$ cat src/rtl/isqrt_reconstruct.sv
`default_nettype none
// ============================================================================
//  Module      : isqrt_reconstruct
//  Description : Sequential inverse of the digit-by-digit integer square root.
//                Accepts a (root, remainder) pair over a valid/ready handshake
//                and rebuilds the radicand as root*root + remainder using an
//                MSB-first shift-add squarer, one root bit per cycle. A pair
//                whose remainder exceeds 2*root is non-canonical and is
//                flagged on err_out.
//
//  Ports       : clk           clock, all state changes on the rising edge
//                rst           synchronous active-high reset
//                in_valid      root_in / rem_in valid
//                in_ready      block can accept a pair (registered)
//                root_in       integer root, ROOT_W bits
//                rem_in        remainder, ROOT_W+1 bits
//                out_valid     radicand_out / err_out valid (registered)
//                out_ready     consumer accepts the result
//                radicand_out  root*root + remainder, mod 2^(2*ROOT_W)
//                err_out       remainder > 2*root (non-canonical pair)
//
//  Revision    : 1.0  initial release
// ============================================================================
module isqrt_reconstruct #(
    parameter int ROOT_W = 4
) (
    input  logic                  clk,
    input  logic                  rst,
    input  logic                  in_valid,
    output logic                  in_ready,
    input  logic [ROOT_W-1:0]     root_in,
    input  logic [ROOT_W:0]       rem_in,
    output logic                  out_valid,
    input  logic                  out_ready,
    output logic [2*ROOT_W-1:0]   radicand_out,
    output logic                  err_out
);

    // ------------------------------------------------------------------------
    // Constants
    // ------------------------------------------------------------------------
    localparam int c_RAD_W = 2 * ROOT_W;
    // A single-bit root still needs a 1-bit counter to stay well formed.
    localparam int c_CNT_W = (ROOT_W > 1) ? $clog2(ROOT_W) : 1;

    localparam logic [c_CNT_W-1:0] c_LAST_CNT = c_CNT_W'(ROOT_W - 1);

    localparam logic [1:0] c_ST_IDLE = 2'd0;
    localparam logic [1:0] c_ST_RUN  = 2'd1;
    localparam logic [1:0] c_ST_DONE = 2'd2;

    // ------------------------------------------------------------------------
    // State and datapath registers
    // ------------------------------------------------------------------------
    logic [1:0]          r_state;
    logic                r_in_ready;
    logic                r_out_valid;
    logic [c_RAD_W-1:0]  r_radicand;
    logic                r_err;

    logic [ROOT_W-1:0]   r_root;     // captured root, multiplicand and multiplier
    logic [ROOT_W:0]     r_rem;      // captured remainder, added on the last step
    logic                r_err_q;    // canonicity verdict taken at capture
    logic [c_RAD_W-1:0]  r_acc;      // partial product of root*root
    logic [c_CNT_W-1:0]  r_count;    // index of the root bit being consumed

    // ------------------------------------------------------------------------
    // Combinational datapath
    // ------------------------------------------------------------------------
    logic                w_err_in;
    logic [c_CNT_W-1:0]  w_bit_idx;
    logic                w_bit;
    logic [c_RAD_W-1:0]  w_addend;
    logic [c_RAD_W-1:0]  w_acc_next;
    logic [c_RAD_W-1:0]  w_sum;
    logic                w_last;

    // Canonical remainders satisfy rem <= 2*root; both sides are ROOT_W+1 bits
    // so 2*root cannot overflow the comparison.
    assign w_err_in   = (rem_in > {root_in, 1'b0});

    // Multiplier bits are consumed MSB first: count 0 selects bit ROOT_W-1.
    assign w_bit_idx  = c_LAST_CNT - r_count;
    assign w_bit      = r_root[w_bit_idx];

    // Horner form of root*root: acc = 2*acc + bit*root, one bit per cycle.
    assign w_addend   = w_bit ? c_RAD_W'(r_root) : '0;
    assign w_acc_next = (r_acc << 1) + w_addend;

    // Final radicand; wraps mod 2^RAD_W, which can only happen for
    // non-canonical pairs since (2^n-1)^2 + 2(2^n-1) = 2^2n - 1.
    assign w_sum      = w_acc_next + c_RAD_W'(r_rem);

    assign w_last     = (r_count == c_LAST_CNT);

    // ------------------------------------------------------------------------
    // Control FSM with registered outputs
    // ------------------------------------------------------------------------
    always_ff @(posedge clk) begin
        if (rst) begin
            r_state     <= c_ST_IDLE;
            r_in_ready  <= 1'b1;
            r_out_valid <= 1'b0;
            r_radicand  <= '0;
            r_err       <= 1'b0;
            r_root      <= '0;
            r_rem       <= '0;
            r_err_q     <= 1'b0;
            r_acc       <= '0;
            r_count     <= '0;
        end else begin
            case (r_state)
                c_ST_IDLE: begin
                    if (in_valid) begin
                        r_root     <= root_in;
                        r_rem      <= rem_in;
                        r_err_q    <= w_err_in;
                        r_acc      <= '0;
                        r_count    <= '0;
                        r_in_ready <= 1'b0;
                        r_state    <= c_ST_RUN;
                    end
                end

                c_ST_RUN: begin
                    r_acc <= w_acc_next;
                    if (w_last) begin
                        // Counter is left at its final value rather than
                        // wrapping; the next capture clears it.
                        r_radicand  <= w_sum;
                        r_err       <= r_err_q;
                        r_out_valid <= 1'b1;
                        r_state     <= c_ST_DONE;
                    end else begin
                        r_count <= r_count + 1'b1;
                    end
                end

                c_ST_DONE: begin
                    // Result registers are only rewritten on the next
                    // completion, so they stay stable under backpressure.
                    if (out_ready) begin
                        r_out_valid <= 1'b0;
                        r_in_ready  <= 1'b1;
                        r_state     <= c_ST_IDLE;
                    end
                end

                default: begin
                    // Unreachable encoding: recover exactly as from reset.
                    r_state     <= c_ST_IDLE;
                    r_in_ready  <= 1'b1;
                    r_out_valid <= 1'b0;
                    r_radicand  <= '0;
                    r_err       <= 1'b0;
                    r_root      <= '0;
                    r_rem       <= '0;
                    r_err_q     <= 1'b0;
                    r_acc       <= '0;
                    r_count     <= '0;
                end
            endcase
        end
    end

    // ------------------------------------------------------------------------
    // Outputs
    // ------------------------------------------------------------------------
    assign in_ready     = r_in_ready;
    assign out_valid    = r_out_valid;
    assign radicand_out = r_radicand;
    assign err_out      = r_err;

endmodule
`default_nettype wire

$ cat config.mk
export PLATFORM = sky130hd
export DESIGN_NAME = isqrt_reconstruct
export DESIGN_NICKNAME = d
export VERILOG_FILES = /design/src/rtl/isqrt_reconstruct.sv
export SDC_FILE = /design/constraint.sdc
export NUM_CORES = 1
export LEC_CHECK = 0
export BUFFER_PORTS_ARGS = -buffer_cell sky130_fd_sc_hd__buf_4
export CAP_MARGIN = 10
export CORE_ASPECT_RATIO = 0.9
export CORE_MARGIN = 2
export CORE_UTILIZATION = 57
export CTS_CLUSTER_DIAMETER = 200
export DETAILED_ROUTE_END_ITERATION = 7
export PLACE_DENSITY = 0.9
export SYNTH_ARGS = -nofsm -noshare
export SYNTH_HDL_FRONTEND = slang
export SYNTH_SLANG_ARGS = --single-unit
export TNS_END_PERCENT = 1
$ cat constraint.sdc
create_clock -name clk -period 4.1 [get_ports clk]
set_input_delay 0.615 -clock clk [delete_from_list [all_inputs] [get_ports clk]]
set_output_delay 0.615 -clock clk [all_outputs]
set_load 0.05 [all_outputs]
==> impl_results.rst <==
.. list-table::
   :header-rows: 1

   * - Metric
     - Value
   * - Run status
     - complete, no violations
   * - Resize count post-CTS
     - 0
   * - Initial antenna violation count
     - 0
   * - Worst Skew
     - 0.01315 ns
   * - Initial core utilization
     - 0.5973
   * - Overall die area
     - 3684 um^2
   * - Most instantiated cells after synthesis
     - sky130_fd_sc_hd__dfxtp_1 (32), sky130_fd_sc_hd__a21oi_1 (27), sky130_fd_sc_hd__nand2_1 (24), sky130_fd_sc_hd__nand3_1 (18), sky130_fd_sc_hd__ha_1 (17)
   * - Worst supply voltage drop on vdd
     - 0.1740 mV
   * - Clock slew seen by the registers of the worst setup and hold paths
     - 0.10 ns
   * - Placed Cells incl. Taps
     - 278
   * - Number of distinct library cell variants in the gate-level netlist after synthesis
     - 39
   * - DRC
     - 0
   * - CTS H-tree lvls
     - 2
   * - R2R Setup Slk
     - 0.81 ns
   * - Maximum operating frequency
     - 303.9 MHz
   * - Crit path max fanout
     - 4
   * - Maximum number of pins on one net before global-route repair
     - 35
   * - Initial DRT Pass Iterations
     - 4
   * - Slew at the pin with the worst max-slew slack
     - 0.7150 ns
   * - Total chip power
     - 0.6883 mW
   * - Placed standard-cell area
     - 2022 um^2
   * - Total count of hold-check failures in the final report
     - 0
   * - Critical path cell sequence
     - mux4_2 > and2_1 > ha_1 > inv_1 > fa_1 > inv_1 > ha_1 > o21ai_0 > o21bai_1 > a21oi_1 > xor2_1 > nand3_1 > a21oi_1
   * - Vias after detailed routing
     - 1655
   * - Worst min-delay path category
     - reg2reg
   * - Number of top-level pins
     - 24
   * - Worst path bufs/invs
     - 2
   * - Most used standard cell by instance count after synthesis
     - sky130_fd_sc_hd__dfxtp_1
   * - GRT Total Usage
     - 0.2412
   * - Mean routed wirelength per cell
     - 13.86 um
   * - Number of enable flip-flop cells after synthesis
     - 0
   * - Gr ovfl total
     - 0
   * - Rows
     - 19
   * - Category of the most critical setup path
     - reg2reg
   * - Number of buffers inserted by post-CTS setup repair
     - 0
   * - Main area contributors after synthesis
     - sky130_fd_sc_hd__dfxtp_1 (35%), sky130_fd_sc_hd__ha_1 (12%), sky130_fd_sc_hd__a21oi_1 (7.4%)
   * - Source-to-sink clock delay at the later pin of the worst-skew pair
     - 0.34 ns
   * - Post-Syn Nets
     - 254
   * - Number of buffers inserted by hold repair at cts
     - 0
   * - Non-filler cells in the finished layout
     - 286
   * - Non-Filler Cell Area, Final
     - 2102 um^2
   * - Leakage power figure
     - 0.8707 nW
   * - Primary flip-flop cell chosen by synthesis mapping
     - sky130_fd_sc_hd__dfxtp_1
   * - Max-slew violation count
     - 0
   * - Endpoint required time on the critical path
     - 4.36 ns
   * - Count of yosys warnings during synthesis
     - 0
   * - Post-synthesis register bit count
     - 32
   * - Final setup violation count
     - 0
   * - Gp weighted congestion
     - 0.7960
   * - Clock buffer count from CTS
     - 5
   * - Detailed-placement wirelength estimate
     - 2937 um
   * - Sequential area share after synthesis
     - 0.3497
   * - Placeable Area
     - 3067 um^2
   * - Number of vias per cell after detailed routing
     - 5.787
   * - Synthesized area per cell
     - 8.251 um^2
   * - Longest individual stage delay on the worst path
     - 0.54 ns
   * - Number of sinks on the clock net
     - 32
   * - Synth area leader
     - sky130_fd_sc_hd__dfxtp_1
   * - Wirelength, routed
     - 3963 um
   * - Slowest library cell on the worst path
     - sky130_fd_sc_hd__mux4_2
   * - Layout Nets
     - 275
   * - Antenna fix cells
     - 0
   * - Global-route wire length before repair
     - 6906 um
   * - Vias in the first global route
     - 1584
   * - Area share of the largest cell type after synthesis
     - 0.3497
   * - Worst EP arrival
     - 3.55 ns
   * - Vert. Die Dim
     - 57.78 um
   * - Synth Cell Area
     - 1832 um^2
   * - Syn Inst Count
     - 222
   * - Utilization of the core after routing
     - 0.6854
   * - Power density relative to cell area
     - 327.4 nW/um^2
   * - Unrepaired setup endpoints after global routing
     - no
   * - Area taken by multi-input logic gates
     - 1099 um^2
   * - CTS root buffer
     - sky130_fd_sc_hd__clkbuf_4
   * - Port-buffer cells
     - 23
   * - Setup TNS
     - 0 ns
   * - Max-capacitance violation count
     - 0
   * - Remaining number of nets flagged by the antenna check after routing
     - 0
   * - Final period util
     - 0.8027
   * - Fill cell instance count of the final layout
     - 266
   * - Register cell area after layout
     - 640.6 um^2
   * - Setup crit end kind
     - flop
   * - Fraction of final layout cells with drive strength greater than 1
     - 0.1516
   * - Width of the die
     - 63.76 um
   * - Share of synthesized flip-flops with an asynchronous set or reset
     - 0
   * - Clock tree from TritonCTS
     - yes
   * - Startpoint Class
     - flop
   * - Worst slew margin
     - 0.5196
   * - Number of violations reported at the end of detailed-routing iteration 0
     - 131
   * - CP delay by family, top
     - adder cells
   * - Post-layout minimum cycle time
     - 3.291 ns
   * - Synth-to-layout area growth
     - 14.75%
   * - Maximum number of buffers from clock root to sink
     - 2
## metrics by stage
stage | hold slack [ns] | setup slack (ns)
3_5_place_dp | 0.4456 | 0.8633
4_1_cts | 0.4571 | 0.8419
6_report | 0.4545 | 0.8091
5_1_grt | 0.4881 | 0.6686
3_3_place_gp | 0.4399 | 1.043
2_1_floorplan | 0.4325 | 1.108
## where the power goes
part | internal (mW) | switching (mW) | total (mW)
logic | 0.0408 | 0.0722 | 0.113
clock network | 0.127 | 0.117 | 0.244
registers | 0.323 | 0.00866 | 0.332
total | 0.491 | 0.198 | 0.688
## routing by layer
metal	global-route usage	vias up	share of wire
li1	-	815	-
met1	0.2973	772	0.43
met2	0.4075	58	0.48
met3	0.06602	10	0.069
met4	0.09006	0	0.018
met5	0	-	0
## kinds of logic (layout without fill, tap and decap cells)
group	count (synthesis)	in the layout	synth area share
xor+xnor	9	9	0.05123
mux	1	1	0.01229
fa+ha+maj	19	19	0.1380
simple gates	87	87	0.2288
buf+inv	24	46	0.05054
flops	32	32	0.3497
compound gates	50	50	0.1694
## worst min-delay path: stages (launching register included)
cell and delay, ns:
sky130_fd_sc_hd__dfxtp_1 0.32, sky130_fd_sc_hd__nand2_1 0.05, sky130_fd_sc_hd__a21oi_1 0.05
## cell usage in the layout (no fill, tap or decap), types with 3 or more instances in the layout
cell,count
sky130_fd_sc_hd__dfxtp_1,32
sky130_fd_sc_hd__a21oi_1,27
sky130_fd_sc_hd__nand2_1,24
sky130_fd_sc_hd__buf_4,23
sky130_fd_sc_hd__nand3_1,18
sky130_fd_sc_hd__ha_1,17
sky130_fd_sc_hd__nor2_1,15
sky130_fd_sc_hd__inv_1,14
sky130_fd_sc_hd__nor3_1,7
sky130_fd_sc_hd__xnor2_1,6
sky130_fd_sc_hd__nor2b_1,6
sky130_fd_sc_hd__nand2b_1,5
sky130_fd_sc_hd__clkbuf_4,5
sky130_fd_sc_hd__a22oi_1,4
sky130_fd_sc_hd__and2_1,3
sky130_fd_sc_hd__or3_1,3
sky130_fd_sc_hd__o21a_1,3
sky130_fd_sc_hd__nand3b_1,3
## flip-flops by register name, summed over array words and instances (netlist names)
register and cells:
err_out 1, in_ready 1, out_valid 1, r_acc 7, r_count 2, r_err_q 1, r_rem 5, r_root 4
r_state 2, radicand_out 8
## final cells by class
cell class	count	share of cell area
multi-input combinational	166	0.5226
sequential	32	0.3048
timing repair buffer	23	0.08214
inverter	15	0.02738
tap	42	0.02500
clock inverter	3	0.02024
clock buffer	5	0.01786
## final timing paths
| kind | cells past startpoint | startpoint | to |
|---|---|---|---|
| max | 13 | r_count[1]$_SDFFE_PP0P_ | radicand_out[5]$_SDFFE_PP0P_ |
| min reg2reg | 2 | radicand_out[3]$_SDFFE_PP0P_ | radicand_out[3]$_SDFFE_PP0P_ |
| min | 2 | radicand_out[3]$_SDFFE_PP0P_ | radicand_out[3]$_SDFFE_PP0P_ |
| max reg2reg | 13 | r_count[1]$_SDFFE_PP0P_ | radicand_out[5]$_SDFFE_PP0P_ |
Note: power is estimated with default switching activity, not from simulation.
